### src/rtl/qam_tap_capture_ctrl.sv
// Capture sequencer for the QAM-16 debug taps: grabs a length- or gap-bounded
// frame from one selected tap into a small FIFO and streams it out valid/ready.
module qam_tap_capture_ctrl #(
  parameter int DATA_WIDTH = 16,
  parameter int LEN_WIDTH  = 16,
  parameter int GAP_CYCLES = 6,
  parameter int FIFO_DEPTH = 16
) (
  input  logic                  axi_clk,
  input  logic                  axi_rst,
  input  logic                  start,
  input  logic [1:0]            tap_sel,
  input  logic [LEN_WIDTH-1:0]  cap_len,
  input  logic                  demod_valid,
  input  logic [DATA_WIDTH-1:0] demod_i,
  input  logic [DATA_WIDTH-1:0] demod_q,
  input  logic                  demult_valid,
  input  logic [DATA_WIDTH-1:0] demult_i,
  input  logic [DATA_WIDTH-1:0] demult_q,
  input  logic                  defilter_valid,
  input  logic [DATA_WIDTH-1:0] defilter_i,
  input  logic [DATA_WIDTH-1:0] defilter_q,
  output logic                  m_valid,
  input  logic                  m_ready,
  output logic [DATA_WIDTH-1:0] m_i,
  output logic [DATA_WIDTH-1:0] m_q,
  output logic [1:0]            m_tag,
  output logic                  m_last,
  output logic                  busy,
  output logic                  done,
  output logic                  overflow,
  output logic                  gap_end
);
  localparam int AW = $clog2(FIFO_DEPTH);
  localparam int GW = $clog2(GAP_CYCLES + 1);
  localparam logic [LEN_WIDTH-1:0] LEN_ONE = 1;
  localparam logic [AW:0]          PTR_ONE = 1;
  localparam logic [GW-1:0]        GAP_ONE = 1;
  localparam logic [GW-1:0]        GAP_LAST = GW'(GAP_CYCLES - 1);

  typedef enum logic [2:0] {S_IDLE, S_ARM, S_CAPTURE, S_TERM, S_DRAIN} state_t;
  typedef struct packed {
    logic [DATA_WIDTH-1:0] i;
    logic [DATA_WIDTH-1:0] q;
    logic                  last;
  } beat_t;

  state_t                state, state_nxt;
  logic [1:0]            tag_r;
  logic [LEN_WIDTH-1:0]  len_r, cnt;
  logic [GW-1:0]         gapcnt;
  beat_t                 mem [FIFO_DEPTH];
  beat_t                 wr_beat, rd_beat;
  logic [AW:0]           wr_ptr, rd_ptr;
  logic                  full, empty, rd_en, wr_en, can_wr;
  logic                  sel_valid, is_last, gap_hit, capturing;
  logic [DATA_WIDTH-1:0] sel_i, sel_q;

  // Tap select mux; taps feed the FIFO write path unregistered.
  always_comb begin
    sel_valid = demod_valid;
    sel_i     = demod_i;
    sel_q     = demod_q;
    case (tag_r)
      2'd1: begin sel_valid = demult_valid;   sel_i = demult_i;   sel_q = demult_q;   end
      2'd2: begin sel_valid = defilter_valid; sel_i = defilter_i; sel_q = defilter_q; end
      default: ;
    endcase
  end

  assign is_last   = (len_r != '0) && ((cnt + LEN_ONE) == len_r);
  assign gap_hit   = (gapcnt == GAP_LAST);
  assign capturing = (state == S_ARM || state == S_CAPTURE) && sel_valid;

  // A read in the same cycle frees a slot, so a full FIFO can still accept.
  assign empty  = (wr_ptr == rd_ptr);
  assign full   = (wr_ptr[AW] != rd_ptr[AW]) && (wr_ptr[AW-1:0] == rd_ptr[AW-1:0]);
  assign rd_en  = !empty && m_ready;
  assign can_wr = !full || rd_en;
  assign rd_beat = mem[rd_ptr[AW-1:0]];

  always_ff @(posedge axi_clk or posedge axi_rst) begin
    if (axi_rst) state <= S_IDLE;
    else         state <= state_nxt;
  end

  always_comb begin
    state_nxt = state;
    case (state)
      S_IDLE: if (start) state_nxt = S_ARM;
      S_ARM, S_CAPTURE: begin
        if (sel_valid) begin
          if (is_last) state_nxt = can_wr ? S_DRAIN : S_TERM;
          else         state_nxt = S_CAPTURE;
        end else if (state == S_CAPTURE && gap_hit) begin
          state_nxt = S_TERM;
        end
      end
      S_TERM:  if (can_wr) state_nxt = S_DRAIN;
      S_DRAIN: if (rd_en && rd_beat.last) state_nxt = S_IDLE;
      default: state_nxt = S_IDLE;
    endcase
  end

  always_comb begin
    busy    = (state != S_IDLE);
    wr_en   = 1'b0;
    wr_beat = '{i: sel_i, q: sel_q, last: is_last};
    if (state == S_TERM) begin
      wr_en   = can_wr;
      wr_beat = '{i: '0, q: '0, last: 1'b1};
    end else if (capturing) begin
      wr_en = can_wr;
    end
  end

  always_ff @(posedge axi_clk or posedge axi_rst) begin
    if (axi_rst) begin
      tag_r    <= '0;
      len_r    <= '0;
      cnt      <= '0;
      gapcnt   <= '0;
      overflow <= 1'b0;
      gap_end  <= 1'b0;
      done     <= 1'b0;
    end else begin
      done <= (state == S_DRAIN) && rd_en && rd_beat.last;
      if (state == S_IDLE && start) begin
        tag_r    <= (tap_sel == 2'd3) ? 2'd0 : tap_sel;
        len_r    <= cap_len;
        cnt      <= '0;
        gapcnt   <= '0;
        overflow <= 1'b0;
        gap_end  <= 1'b0;
      end else if (capturing) begin
        cnt    <= cnt + LEN_ONE;
        gapcnt <= '0;
        if (!can_wr) overflow <= 1'b1;
      end else if (state == S_CAPTURE) begin
        gapcnt <= gapcnt + GAP_ONE;
        if (gap_hit) gap_end <= 1'b1;
      end
    end
  end

  always_ff @(posedge axi_clk or posedge axi_rst) begin
    if (axi_rst) begin
      wr_ptr <= '0;
      rd_ptr <= '0;
    end else begin
      if (wr_en) wr_ptr <= wr_ptr + PTR_ONE;
      if (rd_en) rd_ptr <= rd_ptr + PTR_ONE;
    end
  end

  always_ff @(posedge axi_clk) begin
    if (wr_en) mem[wr_ptr[AW-1:0]] <= wr_beat;
  end

  // Gate read data so outputs sit at zero whenever nothing is buffered.
  assign m_valid = !empty;
  assign m_i     = m_valid ? rd_beat.i : '0;
  assign m_q     = m_valid ? rd_beat.q : '0;
  assign m_last  = m_valid && rd_beat.last;
  assign m_tag   = tag_r;
endmodule

### config.mk
export PLATFORM = sky130hd
export DESIGN_NAME = qam_tap_capture_ctrl
export DESIGN_NICKNAME = d
export VERILOG_FILES = /design/src/rtl/qam_tap_capture_ctrl.sv
export SDC_FILE = /design/constraint.sdc
export NUM_CORES = 1
export LEC_CHECK = 0
export CAP_MARGIN = 30
export CELL_PAD_IN_SITES_DETAIL_PLACEMENT = 1
export CELL_PAD_IN_SITES_GLOBAL_PLACEMENT = 2
export CORE_MARGIN = 4
export CORE_UTILIZATION = 44
export CTS_CLUSTER_DIAMETER = 60
export CTS_CLUSTER_SIZE = 16
export DETAILED_ROUTE_END_ITERATION = 6
export GPL_TIMING_DRIVEN = 0
export PLACE_DENSITY_LB_ADDON = 0.1
export SYNTH_ARGS = -nofsm -noshare
export SYNTH_HDL_FRONTEND = slang
export SYNTH_SLANG_ARGS = --single-unit
### constraint.sdc
create_clock -name axi_clk -period 5.6 [get_ports axi_clk]
set_input_delay 1.4 -clock axi_clk [delete_from_list [all_inputs] [get_ports axi_clk]]
set_output_delay 1.4 -clock axi_clk [all_outputs]
set_load 0.005 [all_outputs]
; Yosys cells after proc, flatten, opt, wreduce, memory -nomap -nowiden
; Memory sizes are Yosys's and may differ from the RTL's.
; Cells that the tools add are included.
[classes]
n_addsub = 4
n_eq_ne = 18
mux = 31
reduce_logical = 25
[op_table]
columns = cell, n
row1 = 16-bit 2-to-1 mux, 4
row2 = 16-bit case mux with 2 select lines, 2
row3 = 33-bit 2-to-1 mux, 1
row4 = 3-bit 2-to-1 mux, 10
row5 = 16-bit by 1-bit adder with 16-bit output (second input constant), 1
row6 = 16-bit equality test, 1
row7 = 16-bit nonzero test, 1
row8 = 3-bit case mux with 4 select lines, 1
row9 = 1-bit 2-to-1 mux, 11
row10 = 5-bit by 1-bit adder with 5-bit output (second input constant), 2
row11 = 1-bit logical AND, 10
row12 = 3-bit by 2-bit equality test with 1-bit output (second input constant), 2
row13 = 3-bit equality test (second input constant), 2
row14 = 2-bit != test (second input constant), 3
row15 = 2-bit nonzero test, 3
row16 = 3-bit nonzero test, 2
row17 = 5-bit equality test, 1
row18 = 2-bit equality test (second input constant), 2
row19 = 4-bit equality test, 1
row20 = 2-bit by 1-bit != test with 1-bit output (second input constant), 2
row21 = 4-bit AND reduction, 1
row22 = 3-bit by 1-bit adder with 3-bit output (second input constant), 1
row23 = 3-bit by 1-bit equality test with 1-bit output (second input constant), 1
row24 = 3-bit zero test, 1
row25 = 10 further kinds, 12
[totals]
ff_bits = 53
mem_bits_rw = 528
input_bits = 121
mem_count = 1
[memory_table]
columns = memory, depth, width, read_ports, rd_clocked_by_memory_dff, wr, line
row1 = mem, 16, 33, 1, 0, 1, 52  ; beat_t mem [FIFO_DEPTH];

; Longest topological paths before layout
; Gate-level depths: netlist of run 1.
[depth]
word_depth = 8
ltp_mapped = 11
ltp_nobuf = 9

; Least setup slack after synthesis of run 1
; OpenSTA, ideal clock, no wires.
[synth_path]
path_type = input to register
from = in defilter_valid
to = mem mem[3][0] (netlist bit), enable pin
arrival_time_ns = 4.679
required_time_ns = 5.136
slack_ns = 0.457
path_stages = 6
cell_sequence = a22oi_1 o21ai_1 nand2_1 a21oi_2 nand2_1 nor3_1
[synth_between]
elab_chain_len = 6
[synth_rtl]
columns = element, line
row1 = "start, declared", 20  ; input logic defilter_valid,
row2 = 1-bit case mux with 2 select lines, 64  ; case (tag_r)
row3 = 1-bit logical AND, 73  ; assign capturing = (state == S_ARM || state == S_CAPTURE) && sel_valid;
row4 = 1-bit 2-to-1 mux, 112  ; end else if (capturing) begin
row5 = 1-bit 2-to-1 mux, 109  ; if (state == S_TERM) begin
row6 = 1-bit 2-to-1 mux, 157  ; if (wr_en) mem[wr_ptr[AW-1:0]] <= wr_beat;
row7 = 1-bit 2-to-1 mux (implied by the code), 157
row8 = "end, declared", 52
; Every way passes these cells.

; Worst setup path after layout of run 1
[layout_path]
from = reg rd_ptr[1]
to = out m_q[13]
[layout_between]
elab_chain_len = 2
[layout_rtl]
columns = element, line
row1 = "start, declared", 54  ; logic [AW:0] wr_ptr, rd_ptr;
row2 = "start signal, assigned", 152  ; if (rd_en) rd_ptr <= rd_ptr + PTR_ONE;
row3 = memory read 16 x 33 bit / 5-bit equality test (equally long branches), n/a
row4 = 16-bit 2-to-1 mux *, 163  ; assign m_q = m_valid ? rd_beat.q : '0;
row5 = "end, declared", 26  ; output logic [DATA_WIDTH-1:0] m_q,
; Every way passes the cells marked *; elsewhere a longest branch is shown, timed or not.

==> flow_summary.json, run 1 <==
{
  "multiInputGateArea_um2": 6560,
  "critical_path_arrival_ns": 3.93,
  "grt_pass1_wl_um": 96400,
  "place_area_um2": 27200,
  "syn_nets": 1433,
  "ys_ff_latch": 581,
  "min_period_ns": 5.33,
  "register_area_um2": 17200,
  "grt_use_met3_pct": 3.97,
  "min_from": "wr_ptr[4]$_DFFE_PP0P_",
  "grt_overflow": 0,
  "io_buffer_count": 160,
  "setup.worst_path.start": "rd_ptr[1]$_DFFE_PP0P_",
  "pre_cts_slack_ns": 0.564,
  "crit_type": "flop to primary output",
  "finalNonFillerCells": 2280,
  "rows": 85,
  "use_met1_pct": 32.5,
  "p_total_w": 0.0153,
  "cts_made_buffers": 47,
  "die_width_um": 241,
  "die_h_um": 241,
  "setup_viol": 0,
  "syn_area_um2": 24000,
  "place_congestion": 0.746,
  "synth_top_area_share_pct": 66.1,
  "htreeDepth": 2,
  "drt-initial-drc-count": 1283,
  "start_util_pct": 44.5,
  "nNetsFinal": 1685,
  "clockBufferDepth": 3,
  "drtAntennaViolNets": 0,
  "fillCellCount": 4927,
  "io_pins": 161,
  "cts_tree": "built",
  "synth.distinct_cells": 60,
  "finalHoldViolCount": 0,
  "grtUsageMet2_pct": 38.3,
  "synth.area.top_cells": "edfxtp_1 66%, mux4_2 15%, dfrtp_1 5.5%",
  "setup_slack_ns": 0.265,
  "grt_max_degree": 29,
  "final_area_um2": 28700,
  "antenna_cells": 0,
  "core_area_um2": 53900,
  "clock-sinks": 581,
  "synth-edff-count": 528,
  "syn_area_per_cell_um2": 18.4,
  "clk_pin_slew_worst_paths_ns": 0.07,
  "rsz0062_at_grt": "no",
  "dpl.hpwl_um": 43600,
  "yosys_most_used_dff": "edfxtp_1",
  "netlist_instances": 1302,
  "critPathCaptureType": "primary output",
  "area_growth_pct": 19.7,
  "worstSkewPairLatency_ns": 0.61,
  "crit_path_start_kind": "flop",
  "grt_pass1_vias": 14226,
  "die_area_um2": 58300,
  "worst_hold_path_type": "flop to flop",
  "viasPerCell": 5.83,
  "postCtsSetupRepairBufs": 0,
  "tightest_slew_ns": 1.09,
  "via_count": 13295,
  "yosysTopAreaCell": "edfxtp_1",
  "ys_warn_count": 0,
  "wl_um": 65500,
  "hold_slack_ns": 0.496,
  "vdd_drop_max_mv": 0.240,
  "finalCritPeriodShare_pct": 95.3,
  "ctsRootBufferMaster": "clkbuf_16",
  "first_pass_iters": 5,
  "drive_gt1_share_pct": 21.7,
  "p_leak_nw": 9.44,
  "slew_headroom_pct": 27.3,
  "slew_viol_final": 0,
  "timing.fmax_ghz": 0.187,
  "crit_required_ns": 4.20,
  "regToRegStartpoint": "m_tag[0]$_DFFE_PP0P_",
  "grt.total_usage_pct": 22.9,
  "powerDensity_nw_per_um2": 533,
  "place_inst": 2196,
  "post-route-drc-count": 0,
  "ys_seq_area_share_pct": 71.6,
  "crit_path_max_fanout": 10,
  "outcome": "complete, no violations",
  "wire_per_inst_um": 28.7,
  "grt_antenna_before_repair": 2,
  "ys_async_sr_fraction_pct": 9.12,
  "fin_worst_skew_ns": 0.0228,
  "maxCapViolations": 0,
  "busiest_layer": "met2"
}
-- cell usage after synthesis (all sizes together) (4+ instances only) --
cell / count
xnor2: 30
and3: 4
nand4: 10
a21oi: 43
nor4: 8
nand3: 13
o21ai: 30
mux4: 164
a22oi: 33
and2: 4
nand2b: 5
nor2b: 34
ha: 10
nand3b: 4
edfxtp: 528
xor2: 9
dfrtp: 53
nand2: 80
buf: 31
nor3: 11
clkbuf: 45
nor2: 108
inv: 11
-- power by group --
group | leakage [nW] | internal [W] | total (W) | switching (W)
Combinational | 3.26 | 0.00263 | 0.00599 | 0.00336
Clock | 0.682 | 0.00164 | 0.00319 | 0.00155
Sequential | 5.50 | 0.00589 | 0.00612 | 0.000235
Total | 9.44 | 0.0102 | 0.0153 | 0.00515
-- stage by stage --
step           TNS (ns)  utilization (%)
2_1_floorplan         0                -
3_3_place_gp   -1105.64             49.1
3_5_place_dp          0             50.5
4_1_cts               0             53.1
5_1_grt               0             53.2
6_report              0             53.2
-- cell usage in the layout, fill, tap and decap left out, drive strengths merged, types with 5 or more instances in the layout --
cell type      count
nor4               8
clkdlybuf4s50    160
clkinv             9
nand2b             5
nand2             80
nor3              11
nor2             108
nand4             10
xnor2             30
nand3             13
xor2               9
dfrtp             53
nor2b             34
inv               17
buf               74
edfxtp           528
o21ai             30
mux4             164
a21oi             43
ha                10
a22oi             33
clkbuf           105
-- area by class of cell --
type / count / area share (%)
Multi-Input combinational cell: 634 / 22.8
Tap cell: 696 / 3.03
Sequential cell: 581 / 59.9
Buffer: 75 / 1.12
Timing Repair Buffer: 204 / 8.04
Inverter: 11 / 0.144
Clock buffer: 60 / 4.34
Clock inverter: 19 / 0.602
-- sequential cells by signal, indices dropped and copies added, names as in the netlist --
signal and flops:
wr_ptr 5, mem 528, rd_ptr 5, len_r 16, state 3, overflow 1
cnt 16, gapcnt 3, m_tag 2, done 1, gap_end 1
-- metal layers --
| metal | share of wire (%) | vias to the layer above | wire length (um) |
|---|---|---|---|
| met5 | 0 | - | 0 |
| met4 | 1.7 | 0 | 1120 |
| met3 | 5.8 | 74 | 3790 |
| met2 | 50 | 436 | 32600 |
| met1 | 43 | 7087 | 28000 |
| li1 | - | 5698 | - |
-- timing repair --
action | in CTS | in global routing
setup endpoints to repair | 23 | 10
hold buffers | 0 | 0
gates resized for setup | 6 | 9
pin swaps | 0 | 0
-- worst paths after layout --
check / to / slack [ns] / depth (start not counted)
setup / recovery: m_q[13] / 0.27 / 7
hold / removal: wr_ptr[4]$_DFFE_PP0P_ / 0.50 / 1
setup reg to reg: mem[1][6]$_DFFE_PP_ / 1.41 / 11
hold reg to reg: wr_ptr[4]$_DFFE_PP0P_ / 0.50 / 1
max in group asynchronous: cnt[10]$_DFFE_PP0P_ / 3.76 / 3
min in group asynchronous: wr_ptr[4]$_DFFE_PP0P_ / 1.24 / 2
-- worst max-delay path, stage by stage (launching register included) --
cell and delay [ns]:
dfrtp_1 0.35, buf_2 0.27, clkbuf_1 0.58, clkbuf_2 0.49, mux4_2 0.42, mux4_2 0.58, nor2b_1 0.18, clkdlybuf4s50_1 0.46
-- cell families after synthesis --
kind of cell / synth area share [%]
AOI/OAI and AO/OA: 3.26
buffers and inverters: 1.48
and+or+nand+nor: 6.08
muxes: 15.6
adders and majority gates: 0.522
DFF: 71.6
xor gates and xnor gates: 1.42
No activity file was read; power rests on OpenSTA's default activity.
==> run 2: changes to the inputs <==
- clock period: 5.6 -> 6.4 ns (I/O delays scaled with it)
==> run 2 against run 1 <==
Clock power down 13%. Via count down 0.35%. Wire length about the same. Worst hold slack worse by 0.0013 ns. Final cell count is essentially flat. Combinational power down 12%. Register-to-register slack gained 0.81 ns. Setup slack improved by 0.29 ns. Sequential power fell by 13%. Largest cell class unchanged.
==> flow_summary.json, run 2 (synthesis gave the netlist of run 1 again) <==
{
  "final_common_cell": "edfxtp_1",
  "hold_slack_ns": 0.495,
  "vdd_drop_max_mv": 0.211,
  "pre_cts_slack_ns": 1.16,
  "io_buffer_count": 160,
  "register_area_um2": 17200,
  "worst_hold_path_type": "flop to flop",
  "critPathCaptureType": "primary output",
  "wl_um": 65500,
  "finish.utilization_pct": 53.2,
  "clockBufferDepth": 3,
  "maxCapViolations": 0,
  "drive_gt1_share_pct": 21.0,
  "ctsRootBufferMaster": "clkbuf_16",
  "io_pins": 161,
  "critical_path_arrival_ns": 4.24,
  "clk_pin_slew_worst_paths_ns": 0.07,
  "cts_made_buffers": 47,
  "p_leak_nw": 9.41,
  "slew_headroom_pct": 28.7,
  "critical_path.cell_chain": "buf_2, clkbuf_1, clkbuf_1, mux4_2, mux4_2, nor2b_1, clkdlybuf4s50_1",
  "cp_slowest_cell": "clkbuf_1",
  "largest_register_ffs": 528,
  "viasPerCell": 5.81,
  "htreeDepth": 2,
  "cp_slowest_stage_delay_ns": 0.73,
  "postCtsSetupRepairBufs": 0,
  "multiInputGateArea_um2": 6560,
  "rows": 85,
  "slew_viol_final": 0,
  "grt_pass1_vias": 14225,
  "clock-sinks": 581,
  "crit_path_start_kind": "flop",
  "fin_setup_tns_ns": 0,
  "grt_antenna_before_repair": 2,
  "powerDensity_nw_per_um2": 467,
  "drtAntennaViolNets": 0,
  "crit_required_ns": 4.80,
  "min_period_ns": 5.84,
  "crit_type": "flop to primary output",
  "rsz0062_at_grt": "no",
  "area_growth_pct": 19.6,
  "drt-initial-drc-count": 1210,
  "grt_max_degree": 29,
  "dpl.hpwl_um": 43600,
  "core_area_um2": 53900,
  "start_util_pct": 44.5,
  "finalHoldViolCount": 0,
  "wire_per_inst_um": 28.7,
  "mostFrequentLayoutCells": "528 x edfxtp_1, 164 x mux4_2, 160 x clkdlybuf4s50_1",
  "fillCellCount": 4931,
  "timing.fmax_ghz": 0.171,
  "setup_slack_ns": 0.558,
  "via_count": 13248,
  "grt_overflow": 0,
  "critPathBufInv": 4,
  "setup_viol": 0,
  "min_from": "wr_ptr[4]$_DFFE_PP0P_",
  "path_delay_family": "buffers and inverters",
  "cts_hold_buf": 0,
  "die_area_um2": 58300,
  "place_congestion": 0.746,
  "regToRegStartpoint": "m_tag[0]$_DFFE_PP0P_",
  "cts_tree": "built",
  "post-route-drc-count": 0,
  "antenna_cells": 0,
  "finalCritPeriodShare_pct": 91.3,
  "fin_worst_skew_ns": 0.0267,
  "die_h_um": 241,
  "outcome": "complete, no violations",
  "first_pass_iters": 5,
  "grt.total_usage_pct": 22.9,
  "nNetsFinal": 1686,
  "ctsResizeCount": 0,
  "worstSkewPairLatency_ns": 0.61,
  "crit_path_max_fanout": 10,
  "setup.worst_path.start": "rd_ptr[1]$_DFFE_PP0P_",
  "tightest_slew_ns": 1.07,
  "grt_pass1_wl_um": 96400,
  "die_width_um": 241
}
[run 2: final timing paths]
kind                                    endpoint  slack (ns)  cells after the start
setup / recovery                         m_q[13]        0.56                      7
max in group asynchronous    cnt[10]$_DFFE_PP0P_        4.36                      3
setup reg to reg             mem[1][6]$_DFFE_PP_        2.22                     11
min in group asynchronous  wr_ptr[4]$_DFFE_PP0P_        1.43                      2
hold / removal             wr_ptr[4]$_DFFE_PP0P_        0.50                      1
hold reg to reg            wr_ptr[4]$_DFFE_PP0P_        0.50                      1
[run 2: power by group]
part           total (W)  internal (W)  switching [W]
clock            0.00279       0.00144        0.00136
sequential       0.00534       0.00515       0.000184
combinational    0.00526       0.00230        0.00296
[run 2: worst reg2reg max path: stages (launching register included)]
cell and delay, ns:
dfrtp_1 0.40, inv_1 0.09, ha_1 0.14, buf_2 0.31, a22oi_1 0.17, o21ai_1 0.45, nand2_1 0.29, a21oi_2 0.39
nand2_1 0.32, nor3_2 0.87, buf_6 0.28, buf_6 0.19
[run 2: through the flow]
stage               std cells  power (W)  area [um^2]
floorplan                1302    0.00838        24000
global placement         2158     0.0105        26500
detailed placement       2196     0.0107        27200
CTS                      2275     0.0135        28600
global route             2281     0.0141        28700
finish                   2281     0.0134        28700
[run 2: cell type report]
type | count | share of cell area [%]
Clock inverter | 19 | 0.602
Tap cell | 696 | 3.04
Multi-Input combinational cell | 634 | 22.9
Timing Repair Buffer | 204 | 8.04
Sequential cell | 581 | 59.9
Buffer | 76 | 1.09
Inverter | 11 | 0.144
Clock buffer | 60 | 4.34
[run 2: per-layer routing]
layer	GRT usage, %	routed length (um)	up-vias
li1	-	-	5700
met1	32.5	28100	7084
met2	38.2	32500	396
met3	3.97	3770	68
met4	4.23	1090	0
met5	0	0	-
==> run 3: changes to the inputs <==
- MAX_ROUTING_LAYER: unset -> met4
==> run 3 against run 2 <==
Sequential power about the same. Clock skew shrank 0.0020 ns. Cell area did not move. Final cell count is the same. Count of clock-buffer cells in the layout is the same. Largest cell class unchanged. Non-clock buffer count is the same. Highest routed layer unchanged. Setup slack lost 0.0034 ns. Clock power about the same. Sequential share of layout area is the same.
==> flow_summary.json, run 3 (synthesis gave the netlist of run 1 again) <==
{
  "slew_viol_final": 0,
  "crit_required_ns": 4.80,
  "finalHoldViolCount": 0,
  "fillCellCount": 4931,
  "cts_made_buffers": 47,
  "first_pass_iters": 7,
  "min_period_ns": 5.85,
  "clockBufferDepth": 3,
  "crit_path_max_fanout": 10,
  "io_buffer_count": 160,
  "grt_pass1_vias": 14213,
  "internal-power_w": 0.00889,
  "maxCapViolations": 0,
  "htreeDepth": 2,
  "slew_headroom_pct": 29.0,
  "outcome": "complete, no violations",
  "drive_gt1_share_pct": 21.0,
  "cp_slowest_stage_delay_ns": 0.74,
  "ctsRootBufferMaster": "clkbuf_16",
  "multiInputGateArea_um2": 6560,
  "antenna_cells": 0,
  "critPathCaptureType": "primary output",
  "timing.fmax_ghz": 0.171,
  "grt_pass1_wl_um": 96500,
  "vdd_drop_max_mv": 0.211,
  "fin_worst_skew_ns": 0.0246,
  "powerDensity_nw_per_um2": 467,
  "endpoint": "m_q[13]",
  "rsz0062_at_grt": "no",
  "start_util_pct": 44.5,
  "finish.utilization_pct": 53.2,
  "finalCritPeriodShare_pct": 91.3,
  "p_sw_w": 0.00451,
  "grt_overflow": 0,
  "cp_slowest_cell": "clkbuf_1",
  "worst_hold_path_type": "flop to flop",
  "setup_viol": 0,
  "r2r_slack_ns": 2.20,
  "hold_slack_ns": 0.488,
  "p_leak_nw": 9.41,
  "nNetsFinal": 1686,
  "die_area_um2": 58300,
  "ctsResizeCount": 0,
  "wl_um": 65400,
  "comb_power_share_pct": 39.3,
  "drt-initial-drc-count": 1165,
  "clk_pin_slew_worst_paths_ns": 0.07,
  "tightest_slew_ns": 1.06,
  "die_h_um": 241,
  "dpl.hpwl_um": 43600,
  "power_frac_seq_pct": 39.8,
  "viasPerCell": 5.80,
  "critical_path.cell_chain": "buf_2, clkbuf_1, clkbuf_1, mux4_2, mux4_2, nor2b_1, clkdlybuf4s50_1",
  "clkPwrFrac_pct": 20.9,
  "grt.total_usage_pct": 23.6,
  "mostFrequentLayoutCells": "528 x edfxtp_1, 164 x mux4_2, 160 x clkdlybuf4s50_1",
  "grt_max_degree": 29,
  "via_count": 13232,
  "die_width_um": 241,
  "wire_per_inst_um": 28.7,
  "core_area_um2": 53900,
  "cts_tree": "built",
  "crit_type": "flop to primary output",
  "cts_hold_buf": 0,
  "post-route-drc-count": 0,
  "postCtsSetupRepairBufs": 0,
  "critical_path_arrival_ns": 4.25,
  "switching_share_pct": 33.6,
  "setup_slack_ns": 0.555,
  "worstSkewPairLatency_ns": 0.61,
  "regToRegStartpoint": "m_tag[0]$_DFFE_PP0P_",
  "place_area_um2": 27200,
  "drtAntennaViolNets": 0,
  "rows": 85,
  "largest_register_ffs": 528,
  "clock-sinks": 581,
  "setup.worst_path.start": "rd_ptr[1]$_DFFE_PP0P_",
  "io_pins": 161,
  "p_total_w": 0.0134,
  "pre_cts_slack_ns": 1.16,
  "grt_antenna_before_repair": 2,
  "final_area_um2": 28700,
  "register_area_um2": 17200,
  "area_growth_pct": 19.6,
  "r2r-end": "mem[1][6]$_DFFE_PP_",
  "place_congestion": 0.755,
  "crit_path_start_kind": "flop",
  "final_common_cell": "edfxtp_1",
  "reg2reg_depth": 11
}
run 3: cell counts in the layout (fill, tap and decap cells not counted):
Identical to the previous run, type by type.
run 3: layer usage:
layer	part of all wire (%)	routed length, um	GRT usage, %
met4	1.7	1090	4.23
met5	0	0	-
met3	6.0	3940	3.90
met2	50	32600	38.3
met1	42	27800	32.5
run 3: power groups by stage:
stage	sequential (W)	clock (W)	combinational, W
5_1_grt	0.00538	0.00301	0.00571
4_1_cts	0.00535	0.00285	0.00534
2_1_floorplan	0.00535	0	0.00302
3_3_place_gp	0.00544	0	0.00502
6_report	0.00534	0.00279	0.00526
3_5_place_dp	0.00543	0	0.00531
run 3: cell type report:
type | count | area share (%)
Buffer | 76 | 1.09
Clock buffer | 60 | 4.34
Clock inverter | 19 | 0.602
Inverter | 11 | 0.144
Multi-Input combinational cell | 634 | 22.9
Sequential cell | 581 | 59.9
Tap cell | 696 | 3.04
Timing Repair Buffer | 204 | 8.04
run 3: how the worst min path moves through the flow:
| stage | endpoint | cells after the start | start |
|---|---|---|---|
| after floorplan | wr_ptr[4]$_DFFE_PP0P_ | 1 | wr_ptr[4]$_DFFE_PP0P_ |
| after global placement | wr_ptr[4]$_DFFE_PP0P_ | 1 | wr_ptr[4]$_DFFE_PP0P_ |
| after detailed placement | wr_ptr[4]$_DFFE_PP0P_ | 1 | wr_ptr[4]$_DFFE_PP0P_ |
| after CTS | wr_ptr[4]$_DFFE_PP0P_ | 1 | wr_ptr[4]$_DFFE_PP0P_ |
| after global routing | wr_ptr[4]$_DFFE_PP0P_ | 1 | wr_ptr[4]$_DFFE_PP0P_ |
| final | wr_ptr[4]$_DFFE_PP0P_ | 1 | wr_ptr[4]$_DFFE_PP0P_ |
run 3: critical path, delay by kind of cell (launching register included):
family        cells  cell delay [ns]
flops             1             0.35
simple gates      1             0.17
mux               2             1.03
buf+inv           4             2.08
run 3: stage by stage:
| stage | TNS (ns) | std cells |
|---|---|---|
| global route | 0 | 2281 |
| finish | 0 | 2281 |
| detailed placement | 0 | 2196 |
| global placement | -788.24 | 2158 |
| CTS | 0 | 2275 |
| floorplan | 0 | 1302 |
